### config.mk
export PLATFORM = sky130hd
export DESIGN_NAME = spi_slave_regfile
export DESIGN_NICKNAME = d
export VERILOG_FILES = /design/src/rtl/spi_frame_pkg.sv /design/src/rtl/spi_regfile.sv /design/src/rtl/spi_slave_regfile.sv
export SDC_FILE = /design/constraint.sdc
export NUM_CORES = 1
export LEC_CHECK = 0
export CORE_MARGIN = 10
export CORE_UTILIZATION = 60
export CTS_CLUSTER_SIZE = 25
export DETAILED_ROUTE_END_ITERATION = 12
export PLACE_DENSITY = 0.82
export SKIP_LAST_GASP = 1
export SLEW_MARGIN = 10
export SYNTH_ARGS = -nofsm -noshare
export SYNTH_HDL_FRONTEND = slang
export SYNTH_SLANG_ARGS = --single-unit
### constraint.sdc
create_clock -name SCLK -period 4.5 [get_ports SCLK]
set_input_delay 0.9 -clock SCLK [delete_from_list [all_inputs] [get_ports SCLK]]
set_output_delay 0.9 -clock SCLK [all_outputs]
set_load 0.02 [all_outputs]
### src/rtl/spi_frame_pkg.sv
// Shared SPI frame layout for the master controller and the register-file slave.
// A frame is 41 bits, sent MSB first: {wr, addr[7:0], data[31:0]}.
package spi_frame_pkg;
  localparam int FRAME_W  = 41;
  localparam int ADDR_W   = 8;
  localparam int DATA_W   = 32;
  localparam int WR_BIT   = 40;
  localparam int ADDR_MSB = 39;
  localparam int ADDR_LSB = 32;
  localparam int CMD_LAST = FRAME_W - DATA_W - 1;

  typedef enum logic [1:0] {IDLE, CMD, DATA, DONE} spi_state_e;

  function automatic logic addr_in_range(input logic [ADDR_W-1:0] addr, input int num_regs);
    return int'({24'd0, addr}) < num_regs;
  endfunction
endpackage

### src/rtl/spi_regfile.sv
// NUM_REGS x 32 register array: one synchronous write port, two combinational read ports.
// Reads outside the array return ERR_DATA; out-of-range writes are ignored.
module spi_regfile import spi_frame_pkg::*; #(
  parameter int                NUM_REGS = 16,
  parameter logic [DATA_W-1:0] ERR_DATA = 32'hDEAD_BEEF
) (
  input  logic              clk,
  input  logic              rst,
  input  logic              we,
  input  logic [ADDR_W-1:0] waddr,
  input  logic [DATA_W-1:0] wdata,
  input  logic [ADDR_W-1:0] spi_raddr,
  output logic [DATA_W-1:0] spi_rdata,
  input  logic [ADDR_W-1:0] host_raddr,
  output logic [DATA_W-1:0] host_rdata
);
  localparam int IDX_W = $clog2(NUM_REGS);

  logic [DATA_W-1:0] regs [NUM_REGS];

  always_ff @(posedge clk) begin
    if (rst) begin
      for (int i = 0; i < NUM_REGS; i++) regs[i] <= '0;
    end else if (we && addr_in_range(waddr, NUM_REGS)) begin
      regs[waddr[IDX_W-1:0]] <= wdata;
    end
  end

  assign spi_rdata  = addr_in_range(spi_raddr, NUM_REGS)  ? regs[spi_raddr[IDX_W-1:0]]  : ERR_DATA;
  assign host_rdata = addr_in_range(host_raddr, NUM_REGS) ? regs[host_raddr[IDX_W-1:0]] : ERR_DATA;
endmodule

### src/rtl/spi_slave_regfile.sv
// SPI slave terminating 41-bit read/write frames into a 32-bit register file.
// MOSI sampled on spi_clk rise, MISO updated on fall; write commits on the 41st rise.
module spi_slave_regfile import spi_frame_pkg::*; #(
  parameter int                NUM_REGS = 16,
  parameter logic [DATA_W-1:0] ERR_DATA = 32'hDEAD_BEEF
) (
  input  logic              SCLK,
  input  logic              SRESET,
  input  logic              spi_clk,
  input  logic              spi_mosi,
  input  logic              spi_cs,
  output logic              spi_miso,
  input  logic [ADDR_W-1:0] host_addr,
  output logic [DATA_W-1:0] host_rdata,
  output logic              wr_strobe,
  output logic [ADDR_W-1:0] wr_addr,
  output logic [DATA_W-1:0] wr_data,
  output logic              rd_strobe,
  output logic              frame_err
);
  spi_state_e        state, state_nxt;
  logic              spi_clk_q, rise, fall;
  logic [5:0]        bit_cnt;
  logic [7:0]        cmd_sr;
  logic [8:0]        cmd_word;
  logic [DATA_W-2:0] wr_sr;
  logic [DATA_W-1:0] wr_word, rd_sr, spi_rdata;
  logic [ADDR_W-1:0] addr_q;
  logic              is_wr, abort, cmd_last, miso_first, frame_last, commit_ok;

  assign rise       = spi_clk & ~spi_clk_q;
  assign fall       = ~spi_clk & spi_clk_q;
  assign cmd_word   = {cmd_sr, spi_mosi};
  assign wr_word    = {wr_sr, spi_mosi};
  // spi_cs high outranks any clock edge seen in the same cycle.
  assign abort      = spi_cs && (state == CMD || state == DATA);
  assign cmd_last   = !spi_cs && state == CMD && rise && bit_cnt == 6'(CMD_LAST);
  assign miso_first = !spi_cs && state == CMD && fall && bit_cnt == 6'(CMD_LAST + 1);
  assign frame_last = !spi_cs && state == DATA && rise && bit_cnt == 6'(FRAME_W - 1);
  assign commit_ok  = frame_last && is_wr && addr_in_range(addr_q, NUM_REGS);

  always_ff @(posedge SCLK) begin
    if (SRESET) state <= IDLE;
    else        state <= state_nxt;
  end

  always_comb begin
    state_nxt = state;
    case (state)
      IDLE:    if (!spi_cs) state_nxt = CMD;
      CMD:     if (spi_cs) state_nxt = IDLE; else if (miso_first) state_nxt = DATA;
      DATA:    if (spi_cs) state_nxt = IDLE; else if (frame_last) state_nxt = DONE;
      DONE:    if (spi_cs) state_nxt = IDLE;
      default: state_nxt = IDLE;
    endcase
  end

  always_ff @(posedge SCLK) begin
    if (SRESET) begin
      spi_clk_q <= 1'b0;
      spi_miso  <= 1'b0;
      wr_strobe <= 1'b0;
      rd_strobe <= 1'b0;
      frame_err <= 1'b0;
      wr_addr   <= '0;
      wr_data   <= '0;
      bit_cnt   <= '0;
      cmd_sr    <= '0;
      wr_sr     <= '0;
      rd_sr     <= '0;
      addr_q    <= '0;
      is_wr     <= 1'b0;
    end else begin
      spi_clk_q <= spi_clk;
      wr_strobe <= 1'b0;
      rd_strobe <= 1'b0;
      if (abort) frame_err <= 1'b1;
      case (state)
        IDLE: begin
          bit_cnt  <= '0;
          spi_miso <= 1'b0;
        end
        CMD: if (!spi_cs) begin
          if (rise) begin
            cmd_sr  <= cmd_word[7:0];
            bit_cnt <= bit_cnt + 6'd1;
          end
          if (cmd_last) begin
            addr_q <= cmd_word[7:0];
            is_wr  <= cmd_word[8];
            if (cmd_word[8]) begin
              rd_sr <= '0;
            end else begin
              rd_sr     <= spi_rdata;
              rd_strobe <= 1'b1;
              if (!addr_in_range(cmd_word[7:0], NUM_REGS)) frame_err <= 1'b1;
            end
          end
          if (miso_first) begin
            spi_miso <= rd_sr[DATA_W-1];
            rd_sr    <= {rd_sr[DATA_W-2:0], 1'b0};
          end
        end
        DATA: if (!spi_cs) begin
          if (rise) begin
            bit_cnt <= bit_cnt + 6'd1;
            if (is_wr) wr_sr <= wr_word[DATA_W-2:0];
          end
          if (fall) begin
            spi_miso <= rd_sr[DATA_W-1];
            rd_sr    <= {rd_sr[DATA_W-2:0], 1'b0};
          end
          if (frame_last && is_wr) begin
            if (commit_ok) begin
              wr_strobe <= 1'b1;
              wr_addr   <= addr_q;
              wr_data   <= wr_word;
            end else begin
              frame_err <= 1'b1;
            end
          end
        end
        DONE:    spi_miso <= 1'b0;
        default: spi_miso <= 1'b0;
      endcase
    end
  end

  spi_regfile #(.NUM_REGS(NUM_REGS), .ERR_DATA(ERR_DATA)) u_regfile (
    .clk        (SCLK),
    .rst        (SRESET),
    .we         (commit_ok),
    .waddr      (addr_q),
    .wdata      (wr_word),
    .spi_raddr  (cmd_word[7:0]),
    .spi_rdata  (spi_rdata),
    .host_raddr (host_addr),
    .host_rdata (host_rdata)
  );
endmodule

==> impl_metrics.toml <==
[run_status]
status = "finished clean"

[power_and_ir_drop]
p_leak_nw = 12.2
p_per_area_nw_per_um2 = 364
p_int_mw = 10.2
p_clk_share_pct = 39.9
switchingPower_mw = 3.16
netSwitchingFraction_pct = 23.6
ir_drop_mv = 0.351
pwr-share-seq_pct = 51.3
pwr-share-comb_pct = 8.7

[timing]
finalCritPeriodShare_pct = 93.2
max_slew_margin_pct = 37.8
final-hold-violation-count = 0
fin_tns_setup_ns = 0
rsz0062_at_grt = "no"
tightest_slew_ns = 0.933
fmax_mhz = 238
skew_ns = 0.0326
drv_slew = 0
layout_setup_ws_ns = 0.306
period_needed_ns = 4.19
setup_viol = 0

[global_route]
grt_util_all_layers_pct = 30.8
antenna_found_initial = 6
grt_overflow_total = 0
grt_pass1_vias = 22900
grt_pass1_wl_mm = 146
grt_start_max_net_pins = 88

[synthesis]
synth_warnings = 0
synth_edf_count = 512
yosysSeqAreaShare_pct = 55.0
synthesis.nets = 2399
synth_top_cell_by_area = "edfxtp_1"
syn_avg_cell_area_sq_um = 13.8
synth_seq_cells = 645
synth.area.top_cells = "edfxtp_1, mux4_2, and2_1, dfxtp_1, mux2i_1"
synth.top_cell.area_share_pct = 46.9
netlist_instances = 2376
syn_area_sq_um = 32800
async_reset_ff_share_pct = 0
synth_flop_cell = "edfxtp_1"
synth_cell_types = 53

[final_layout]
multiInputGateArea_sq_um = 13700
regArea_sq_um = 18000
final_common_cell = "and2_1"
layout_common_cells = "and2_1, edfxtp_1, mux4_2, nand2_1, dfxtp_1"
syn_to_final_growth_pct = 11.9
fillers = 3455
nets = 2398
drive_gt1_share_pct = 21.8

[clock_network]
cts.reportedPaths.clkPinSlew_ns = 0.06
cts_sinks = 645
clkLatencyLatePin_ns = 0.65
clockRootBuffer = "clkbuf_16"
cts_resized = 0
cts_buffer_depth = 3
htree_levels = 3
cts_tree = "yes"
cts_setup_buffers = 0
holdBufCountCts = 0
cts-buffers-inserted = 67

[worst_hold_path]
min_path_type = "flip-flop to flip-flop"
whs_endpoint = "wr_data[26]"
hold_start = "wr_data[26]"
hold_depth = 2

[place]
place_congestion = 0.900
pre_cts_ws_ns = 0.300
hpwl_mm = 56.7
io_buffers = 88

[worst_setup_path]
cp_max_fo = 36
worstPathArrival_ns = 3.29
critical_path.startpoint_type = "input pin"
rr_worst_depth = 8
crit_required_ns = 3.60
timing.rr.start = "state[0]"
cp-end-kind = "primary output"
crit_type = "input pin to primary output"
r2r_slack_ns = 1.16
r2r-end = "u_regfile.regs[9][18]"

[floorplanning]
fp.dieArea_sq_um = 64400
dieWidth_um = 254
std_cell_rows = 85
core_sq_um = 53900
die_height_um = 254
start_util_pct = 60.8
pin_count = 89

[detailed_routing]
antenna_left = 0
firstDrtPassIters = 6
finalWirelength_mm = 97.8
avgViaCountPerCell = 7.05
wire_per_inst_um = 31.3
drt-initial-drc-count = 3391
drcViolationCount = 0
vias = 22100

[flow_run]
drv_cap = 0
flip-flops by register name, summed over array words and instances, names as in the netlist:
name            cells
spi_clk_q           1
wr_sr              31
cmd_sr              8
addr_q              8
wr_data            32
state               2
frame_err           1
wr_strobe           1
u_regfile.regs    512
rd_sr              32
rd_strobe           1
wr_addr             8
bit_cnt             6
is_wr               1
spi_miso            1
kinds of logic after synthesis:
kind of cell               synth area share [%]
xor gates and xnor gates                  0.107
and+or+nand+nor                            15.7
DFF                                        55.0
adders and majority gates                 0.382
AOI/OAI and AO/OA                          3.92
buffers and inverters                      3.21
muxes                                      21.6
worst max-delay path, stage by stage:
cell,delay (ns)
clkbuf_8,0.22
buf_12,0.32
mux4_2,0.56
mux4_2,0.54
nand2b_1,0.16
clkdlybuf4s50_1,0.55
metrics by stage:
step	instances	total power, mW	utilization, %	area [sq um]	hold slack, ns
2_1_floorplan	2376	7.67	-	32800	0.449
4_1_cts	3123	13.3	68.0	36700	0.457
3_5_place_dp	3002	8.11	64.1	34600	0.444
3_3_place_gp	3002	8.05	64.1	34600	0.441
5_1_grt	3123	13.7	68.0	36700	0.476
6_report	3127	13.4	68.0	36700	0.452
synthesized netlist by cell type (5+ instances only):
| cell type | count |
|---|---|
| or2_2 | 17 |
| a211oi_1 | 20 |
| nor3b_1 | 6 |
| o22ai_1 | 10 |
| nor4_4 | 5 |
| buf_2 | 20 |
| nor2_1 | 32 |
| o21ai_0 | 13 |
| inv_1 | 12 |
| nand3_1 | 5 |
| a21oi_1 | 112 |
| mux2_2 | 22 |
| nand2b_1 | 32 |
| ha_1 | 10 |
| nor4_1 | 6 |
| nand2_1 | 193 |
| mux4_2 | 269 |
| nor3_1 | 17 |
| clkbuf_2 | 36 |
| clkbuf_1 | 157 |
| a22oi_1 | 11 |
| and2_1 | 522 |
| nor3_4 | 12 |
| buf_1 | 31 |
| o211ai_1 | 12 |
| mux2i_1 | 79 |
| edfxtp_1 | 512 |
| or3_1 | 10 |
| dfxtp_1 | 133 |
| a311oi_1 | 22 |
power groups by stage:
stage	combinational [mW]	clock, mW	sequential (mW)
detailed placement	1.14	0	6.97
floorplan	0.780	0	6.89
finish	1.17	5.33	6.86
CTS	1.15	5.34	6.85
global placement	1.11	0	6.94
global route	1.22	5.57	6.88
cell type report:
cell class,count,area share (%)
Timing Repair Buffer,176,5.06
Inverter,14,0.143
Clock inverter,29,0.706
Antenna cell,4,0.0273
Sequential cell,645,49.2
Clock buffer,92,5.00
Tap cell,696,2.37
Multi-Input combinational cell,1471,37.5
metal layers:
metal	part of all wire (%)	GRT usage, %	up-vias
met5	0.017	0	-
met4	5.2	16.5	4
met3	15	9.63	379
met2	46	47.8	1838
met1	34	38.4	11000
li1	-	-	8848
worst max path at each step:
stage / start / end / slack [ns] / cells past startpoint
2_1_floorplan: host_addr[0] / host_rdata[14] / 0.65 / 5
3_3_place_gp: host_addr[0] / host_rdata[30] / 0.33 / 6
3_5_place_dp: host_addr[0] / host_rdata[30] / 0.30 / 6
4_1_cts: host_addr[0] / host_rdata[30] / 0.30 / 6
5_1_grt: host_addr[0] / host_rdata[30] / 0.24 / 6
6_report: host_addr[0] / host_rdata[30] / 0.31 / 6
(Power assumes the default switching activity.)
